`src/rtl/axi_dma_write_master.sv`:
```
// axi_dma_write_master: AXI4 write DMA draining the internal buffer to DDR in 4KB-safe INCR bursts,
// one burst outstanding, with a 2-entry prefetch FIFO feeding the W channel.
module axi_dma_write_master #(
  parameter int AXI_ADDR_WIDTH = 32,
  parameter int AXI_DATA_WIDTH = 32,
  parameter int AXI_ID_WIDTH = 4,
  parameter int MAX_BURST_LEN = 256
) (
  input  logic                        clk,
  input  logic                        rst_n,
  input  logic [AXI_ADDR_WIDTH-1:0]   src_addr,
  input  logic [AXI_ADDR_WIDTH-1:0]   dst_addr,
  input  logic [31:0]                 transfer_len,
  input  logic                        start,
  output logic                        done,
  output logic                        busy,
  output logic                        error,
  output logic [31:0]                 bytes_transferred,
  output logic [AXI_ID_WIDTH-1:0]     m_axi_awid,
  output logic [AXI_ADDR_WIDTH-1:0]   m_axi_awaddr,
  output logic [7:0]                  m_axi_awlen,
  output logic [2:0]                  m_axi_awsize,
  output logic [1:0]                  m_axi_awburst,
  output logic                        m_axi_awvalid,
  input  logic                        m_axi_awready,
  output logic [AXI_DATA_WIDTH-1:0]   m_axi_wdata,
  output logic [AXI_DATA_WIDTH/8-1:0] m_axi_wstrb,
  output logic                        m_axi_wlast,
  output logic                        m_axi_wvalid,
  input  logic                        m_axi_wready,
  input  logic [AXI_ID_WIDTH-1:0]     m_axi_bid,
  input  logic [1:0]                  m_axi_bresp,
  input  logic                        m_axi_bvalid,
  output logic                        m_axi_bready,
  output logic [AXI_ADDR_WIDTH-1:0]   buf_raddr,
  output logic                        buf_ren,
  input  logic [AXI_DATA_WIDTH-1:0]   buf_rdata
);
  localparam int BPB = AXI_DATA_WIDTH / 8;
  localparam logic [31:0] BPB32 = 32'(BPB);
  localparam logic [2:0] IDLE = 3'd0, CALC = 3'd1, AW = 3'd2, W = 3'd3, B = 3'd4, DONE = 3'd5;
  logic [2:0] state;
  logic [AXI_ADDR_WIDTH-1:0] cur_dst;
  logic [31:0] remaining, beats_rem, beats_4k, beats_lim, beats_calc, burst_bytes;
  logic [8:0] beats, beat_cnt, req_cnt;
  logic [AXI_ID_WIDTH-1:0] burst_id;
  logic [AXI_DATA_WIDTH-1:0] fifo1;
  logic [1:0] fifo_cnt, cnt_after_pop;
  logic [2:0] occupancy;
  logic in_flight, push, pop, misaligned;

  assign m_axi_awsize = 3'($clog2(BPB));
  assign m_axi_awburst = 2'b01;
  assign m_axi_awvalid = state == AW;
  assign m_axi_wvalid = fifo_cnt != 2'd0;
  assign m_axi_wstrb = m_axi_wvalid ? '1 : '0;
  assign m_axi_wlast = m_axi_wvalid && beat_cnt == beats - 9'd1;
  assign m_axi_bready = state == B;
  assign done = state == DONE;
  assign busy = state == CALC || state == AW || state == W || state == B;

  assign misaligned = (transfer_len & (BPB32 - 32'd1)) != 32'd0 ||
                      (dst_addr & AXI_ADDR_WIDTH'(BPB - 1)) != '0;
  assign beats_rem = remaining / BPB32;
  assign beats_4k = (32'd4096 - 32'(cur_dst[11:0])) / BPB32;
  assign beats_lim = beats_rem < 32'(MAX_BURST_LEN) ? beats_rem : 32'(MAX_BURST_LEN);
  assign beats_calc = beats_lim < beats_4k ? beats_lim : beats_4k;
  assign burst_bytes = 32'(beats) * BPB32;

  // Counting the beat leaving this cycle as free lets a read issue every cycle under full wready.
  assign push = in_flight;
  assign pop = m_axi_wvalid && m_axi_wready;
  assign cnt_after_pop = fifo_cnt - {1'b0, pop};
  assign occupancy = {1'b0, cnt_after_pop} + {2'b0, in_flight};
  assign buf_ren = state == W && req_cnt < beats && occupancy < 3'd2;

  always_ff @(posedge clk or negedge rst_n) begin
    if (!rst_n) begin
      state <= IDLE;
      cur_dst <= '0;
      remaining <= '0;
      beats <= '0;
      beat_cnt <= '0;
      req_cnt <= '0;
      burst_id <= '0;
      error <= 1'b0;
      bytes_transferred <= '0;
      m_axi_awid <= '0;
      m_axi_awaddr <= '0;
      m_axi_awlen <= '0;
      m_axi_wdata <= '0;
      fifo1 <= '0;
      fifo_cnt <= '0;
      in_flight <= 1'b0;
      buf_raddr <= '0;
    end else begin
      in_flight <= buf_ren;
      if (buf_ren) begin
        buf_raddr <= buf_raddr + AXI_ADDR_WIDTH'(BPB);
        req_cnt <= req_cnt + 9'd1;
      end
      if (pop) m_axi_wdata <= fifo1;
      if (push && cnt_after_pop == 2'd0) m_axi_wdata <= buf_rdata;
      if (push && cnt_after_pop != 2'd0) fifo1 <= buf_rdata;
      fifo_cnt <= cnt_after_pop + {1'b0, push};
      case (state)
        IDLE: if (start) begin
          buf_raddr <= src_addr;
          cur_dst <= dst_addr;
          remaining <= transfer_len;
          bytes_transferred <= '0;
          burst_id <= '0;
          error <= transfer_len != 32'd0 && misaligned;
          state <= (transfer_len == 32'd0 || misaligned) ? DONE : CALC;
        end
        CALC: begin
          beats <= 9'(beats_calc);
          beat_cnt <= '0;
          req_cnt <= '0;
          m_axi_awaddr <= cur_dst;
          m_axi_awlen <= 8'(beats_calc - 32'd1);
          m_axi_awid <= burst_id;
          state <= AW;
        end
        AW: if (m_axi_awready) state <= W;
        W: if (pop) begin
          beat_cnt <= beat_cnt + 9'd1;
          if (m_axi_wlast) state <= B;
        end
        B: if (m_axi_bvalid) begin
          burst_id <= burst_id + 1'b1;
          if (m_axi_bresp != 2'b00 || m_axi_bid != m_axi_awid) begin
            error <= 1'b1;
            state <= DONE;
          end else begin
            bytes_transferred <= bytes_transferred + burst_bytes;
            cur_dst <= cur_dst + AXI_ADDR_WIDTH'(burst_bytes);
            remaining <= remaining - burst_bytes;
            state <= remaining == burst_bytes ? DONE : CALC;
          end
        end
        DONE: if (!start) state <= IDLE;
        default: state <= IDLE;
      endcase
    end
  end

  assert property (@(posedge clk) disable iff (!rst_n)
    m_axi_awvalid && !m_axi_awready |=> m_axi_awvalid && $stable({m_axi_awaddr, m_axi_awlen, m_axi_awid}));
  assert property (@(posedge clk) disable iff (!rst_n)
    m_axi_wvalid && !m_axi_wready |=> m_axi_wvalid && $stable({m_axi_wdata, m_axi_wlast}));
  assert property (@(posedge clk) disable iff (!rst_n)
    m_axi_awvalid |-> 32'(m_axi_awlen) < MAX_BURST_LEN);
  assert property (@(posedge clk) disable iff (!rst_n)
    m_axi_awvalid |-> 32'(m_axi_awaddr[11:0]) + (32'(m_axi_awlen) + 32'd1) * BPB32 <= 32'd4096);
  assert property (@(posedge clk) disable iff (!rst_n)
    m_axi_wvalid && m_axi_wready && m_axi_wlast |-> beat_cnt == 9'(m_axi_awlen));
  assert property (@(posedge clk) disable iff (!rst_n) !(m_axi_awvalid && m_axi_wvalid));
  assert property (@(posedge clk) disable iff (!rst_n) state == B |-> fifo_cnt == 2'd0 && !in_flight);
endmodule

```
`config.mk`:
```
export PLATFORM = sky130hd
export DESIGN_NAME = axi_dma_write_master
export DESIGN_NICKNAME = d
export VERILOG_FILES = /design/src/rtl/axi_dma_write_master.sv
export SDC_FILE = /design/constraint.sdc
export NUM_CORES = 1
export LEC_CHECK = 0
export ABC_CLOCK_PERIOD_IN_PS = 6050
export CAP_MARGIN = 20
export CORE_ASPECT_RATIO = 0.5
export CORE_UTILIZATION = 44
export DETAILED_ROUTE_END_ITERATION = 7
export GPL_TIMING_DRIVEN = 0
export PLACE_DENSITY_LB_ADDON = 0.3
export SLEW_MARGIN = 40
export SYNTH_ARGS = -nofsm -noshare
export SYNTH_HDL_FRONTEND = slang
export SYNTH_SLANG_ARGS = --single-unit
export TNS_END_PERCENT = 1
```
`constraint.sdc`:
```
create_clock -name clk -period 6.05 [get_ports clk]
set_input_delay 1.815 -clock clk [delete_from_list [all_inputs] [get_ports clk]]
set_output_delay 1.815 -clock clk [all_outputs]
set_load 0.02 [all_outputs]
```
==> metrics.csv <==
metric,value,unit
clock.fmax,0.170,GHz
insertion_delay,0.55,ns
initial_core_util,45.0,%
cp.arrival,4.07,ns
relSlewSlack,39.2,%
io_pins,297,
yosys_warnings,0,
async_reset_ff_share,100,%
antenna_found_initial,1,
drive_gt1_share,6.27,%
fin_tns_setup,0,ns
slew_viol_final,0,
cts_buffer_depth,3,
worstSetupEndpointType,output port,
yosys.area.top_type,dfrtp_1,
leakage,8.37,nW
whs_path_depth,2,
vias,14000,
wl,48.6,mm
r2r-start,cur_dst[2],
synth_edf_count,0,
worst_slack,0.162,ns
ys_ff_latch,272,
hold_path_class,reg -> reg,
finalCritPeriodShare,97.3,%
hold_path_end,buf_raddr[1],
syn_inst,1665,
wl_per_cell,19.8,µm
rsz0062_at_grt,false,
die_x,263,µm
reg2reg_depth,17,
grt_usage,27.4,%
die_h,133,µm
path_clk_slew,0.06,ns
final_area,19500,µm²
holdBufCountCts,0,
p_per_area,476,nW/µm²
min-delay-start,buf_raddr[1],
firstDrtPassIters,7,
htree_levels,1,
coreArea,33300,µm²
drv_cap,0,
final_hold_viol_count,0,
grt_pass1_vias,13200,
tightest_slew,0.912,ns
power,9.29,mW
core.rowCount,47,
grt_max_degree,75,
synthTopCellsByArea,"dfrtp_1 45%, nand2_1 9.0%, ha_1 4.5%",
place_ws,-1.36,ns
place_area,18600,µm²
fin_skew,0.0122,ns
period_needed,5.89,ns
grt_pass1_wl,75.5,mm
drt_iter0_drc,1425,
syn_to_final_growth,30.0,%
synth_top_area_share,45.3,%
nets,2193,
cp-start-kind,input pin,
seq_area_frac_synth,45.3,%
syn_area_per_cell,9.02,µm²
postRouteAntennaNets,0,
outcome,completed,
r2r_setup_slack,0.86,ns
irDropWorstVdd,0.000208,V
gp_congestion,0.993,
viasPerCell,5.71,
critical_path_class,in -> out,
cts_root_buf,clkbuf_16,
synth_cell_type_count,78,
rr_endpoint,m_axi_awlen[6],
portBuffers,289,
dpl.hpwl,36.1,mm
grt_remaining_overflow,0,
crit_fanout,16,
syn_area,15000,µm²
worst-endpoint-required,4.24,ns
nFillCells,2946,
clock-sinks,272,
cts_buffers,27,
setup_violations,0,
drc,0,
tritoncts,done,
dieArea,34900,µm²
synth_flop_cell,dfrtp_1,
[critical path: stages]
cell and delay, ns:
clkdlybuf4s50_1 0.42, nand2_2 0.12, clkinv_4 0.16, ha_1 0.36, inv_1 0.05, ha_1 0.17, inv_1 0.05, ha_2 0.20
nand4b_1 0.15, a21oi_2 0.19, buf_6 0.13, clkdlybuf4s15_2 0.25
[area by class of cell]
type / count / area (µm²) / area share [%]
well taps: 441 / 552 / 2.83
plain buffers: 90 / 440 / 2.26
flip-flops and latches: 272 / 6810 / 34.9
multi-input cells: 1261 / 7650 / 39.2
inverters: 48 / 185 / 0.948
clock buffers: 38 / 767 / 3.93
repair buffers: 296 / 3030 / 15.5
clock inverters: 6 / 85.1 / 0.436
diodes: 1 / 2.50 / 0.0128
[kinds of logic (layout without fill, tap and decap cells)]
group           Yosys count  count (layout)  synth area share, %
simple gates            707             707                 21.4
flops                   272             272                 45.3
fa+ha+maj                57              57                 4.90
compound gates          335             335                 14.7
other cells               2              10               0.0500
xor+xnor                112             112                 6.53
mux                      41              41                 3.01
buf+inv                 139             478                 4.11
[placed cells by master (no fill, tap or decap), types with 9 or more instances in the layout]
cell	n
nor3_1	37
xnor2_1	71
nor4_1	15
a22oi_1	14
mux2_2	33
a31oi_1	42
buf_4	14
inv_1	45
clkbuf_1	65
and2_1	11
conb_1	9
nand2_1	359
a221o_1	15
o311ai_0	18
o211ai_1	20
xor2_1	41
buf_1	9
a21oi_1	53
and3_1	19
nor3b_1	10
dfrtp_1	272
nand4_1	16
a21o_1	12
o21ai_0	98
ha_1	53
nor2_1	119
nand2b_1	9
nand3_1	51
or4_1	10
clkbuf_16	27
and4_1	12
clkdlybuf4s50_1	287
[synth_stat cells, types with 14 or more instances]
library cell	count
xor2_1	41
nor3_1	37
xnor2_1	71
o21ai_0	98
nand3_1	51
clkbuf_1	60
a31oi_1	42
o311ai_0	18
nand4_1	16
ha_1	54
nor2_1	119
inv_1	45
dfrtp_1	272
a21oi_1	54
nand2_1	360
a221o_1	15
o211ai_1	20
mux2_2	33
and3_1	19
nor4_1	17
a22oi_1	14
[power breakdown]
| group | switching (mW) | internal [mW] |
|---|---|---|
| Clock | 0.738 | 0.960 |
| Combinational | 2.58 | 1.89 |
| Sequential | 0.658 | 2.48 |
| Total | 3.97 | 5.32 |
[worst max-delay path by stage]
stage | startpoint | endpoint
6_report | m_axi_wready | buf_ren
2_1_floorplan | m_axi_wready | buf_ren
3_3_place_gp | rst_n | m_axi_wdata[24]
3_5_place_dp | m_axi_wready | buf_ren
4_1_cts | m_axi_wready | buf_ren
5_1_grt | m_axi_wready | buf_ren
[state kept, by name, indices dropped and copies added, names as in the netlist]
signal / cells
burst_id: 4
error: 1
remaining: 32
m_axi_awlen: 8
beats: 9
beat_cnt: 9
cur_dst: 32
in_flight: 1
fifo_cnt: 2
req_cnt: 9
bytes_transferred: 30
buf_raddr: 32
state: 3
m_axi_wdata: 32
fifo1: 32
m_axi_awid: 4
m_axi_awaddr: 32
[metal layers]
| metal | GRT usage, % | part of all wire, % | vias to the layer above |
|---|---|---|---|
| li1 | - | - | 6507 |
| met1 | 39.1 | 44 | 6839 |
| met2 | 42.1 | 45 | 559 |
| met3 | 4.78 | 7.6 | 110 |
| met4 | 9.58 | 3.5 | 0 |
| met5 | 0 | 0 | - |
[metrics by stage]
step           util [%]  instances  hold slack, ns
2_1_floorplan         -       1672           0.446
3_3_place_gp       55.5       2402           0.460
3_5_place_dp       55.9       2406           0.462
4_1_cts            58.5       2452           0.478
5_1_grt            58.6       2453           0.501
6_report           58.6       2453           0.474
[timing repair]
action / in CTS / in global routing
pin swaps: 1 / 1
setup buffers: 2 / 1
gates resized for setup: 13 / 0
endpoints found under the setup margin: 1 / 1
(Power assumes the default switching activity.)
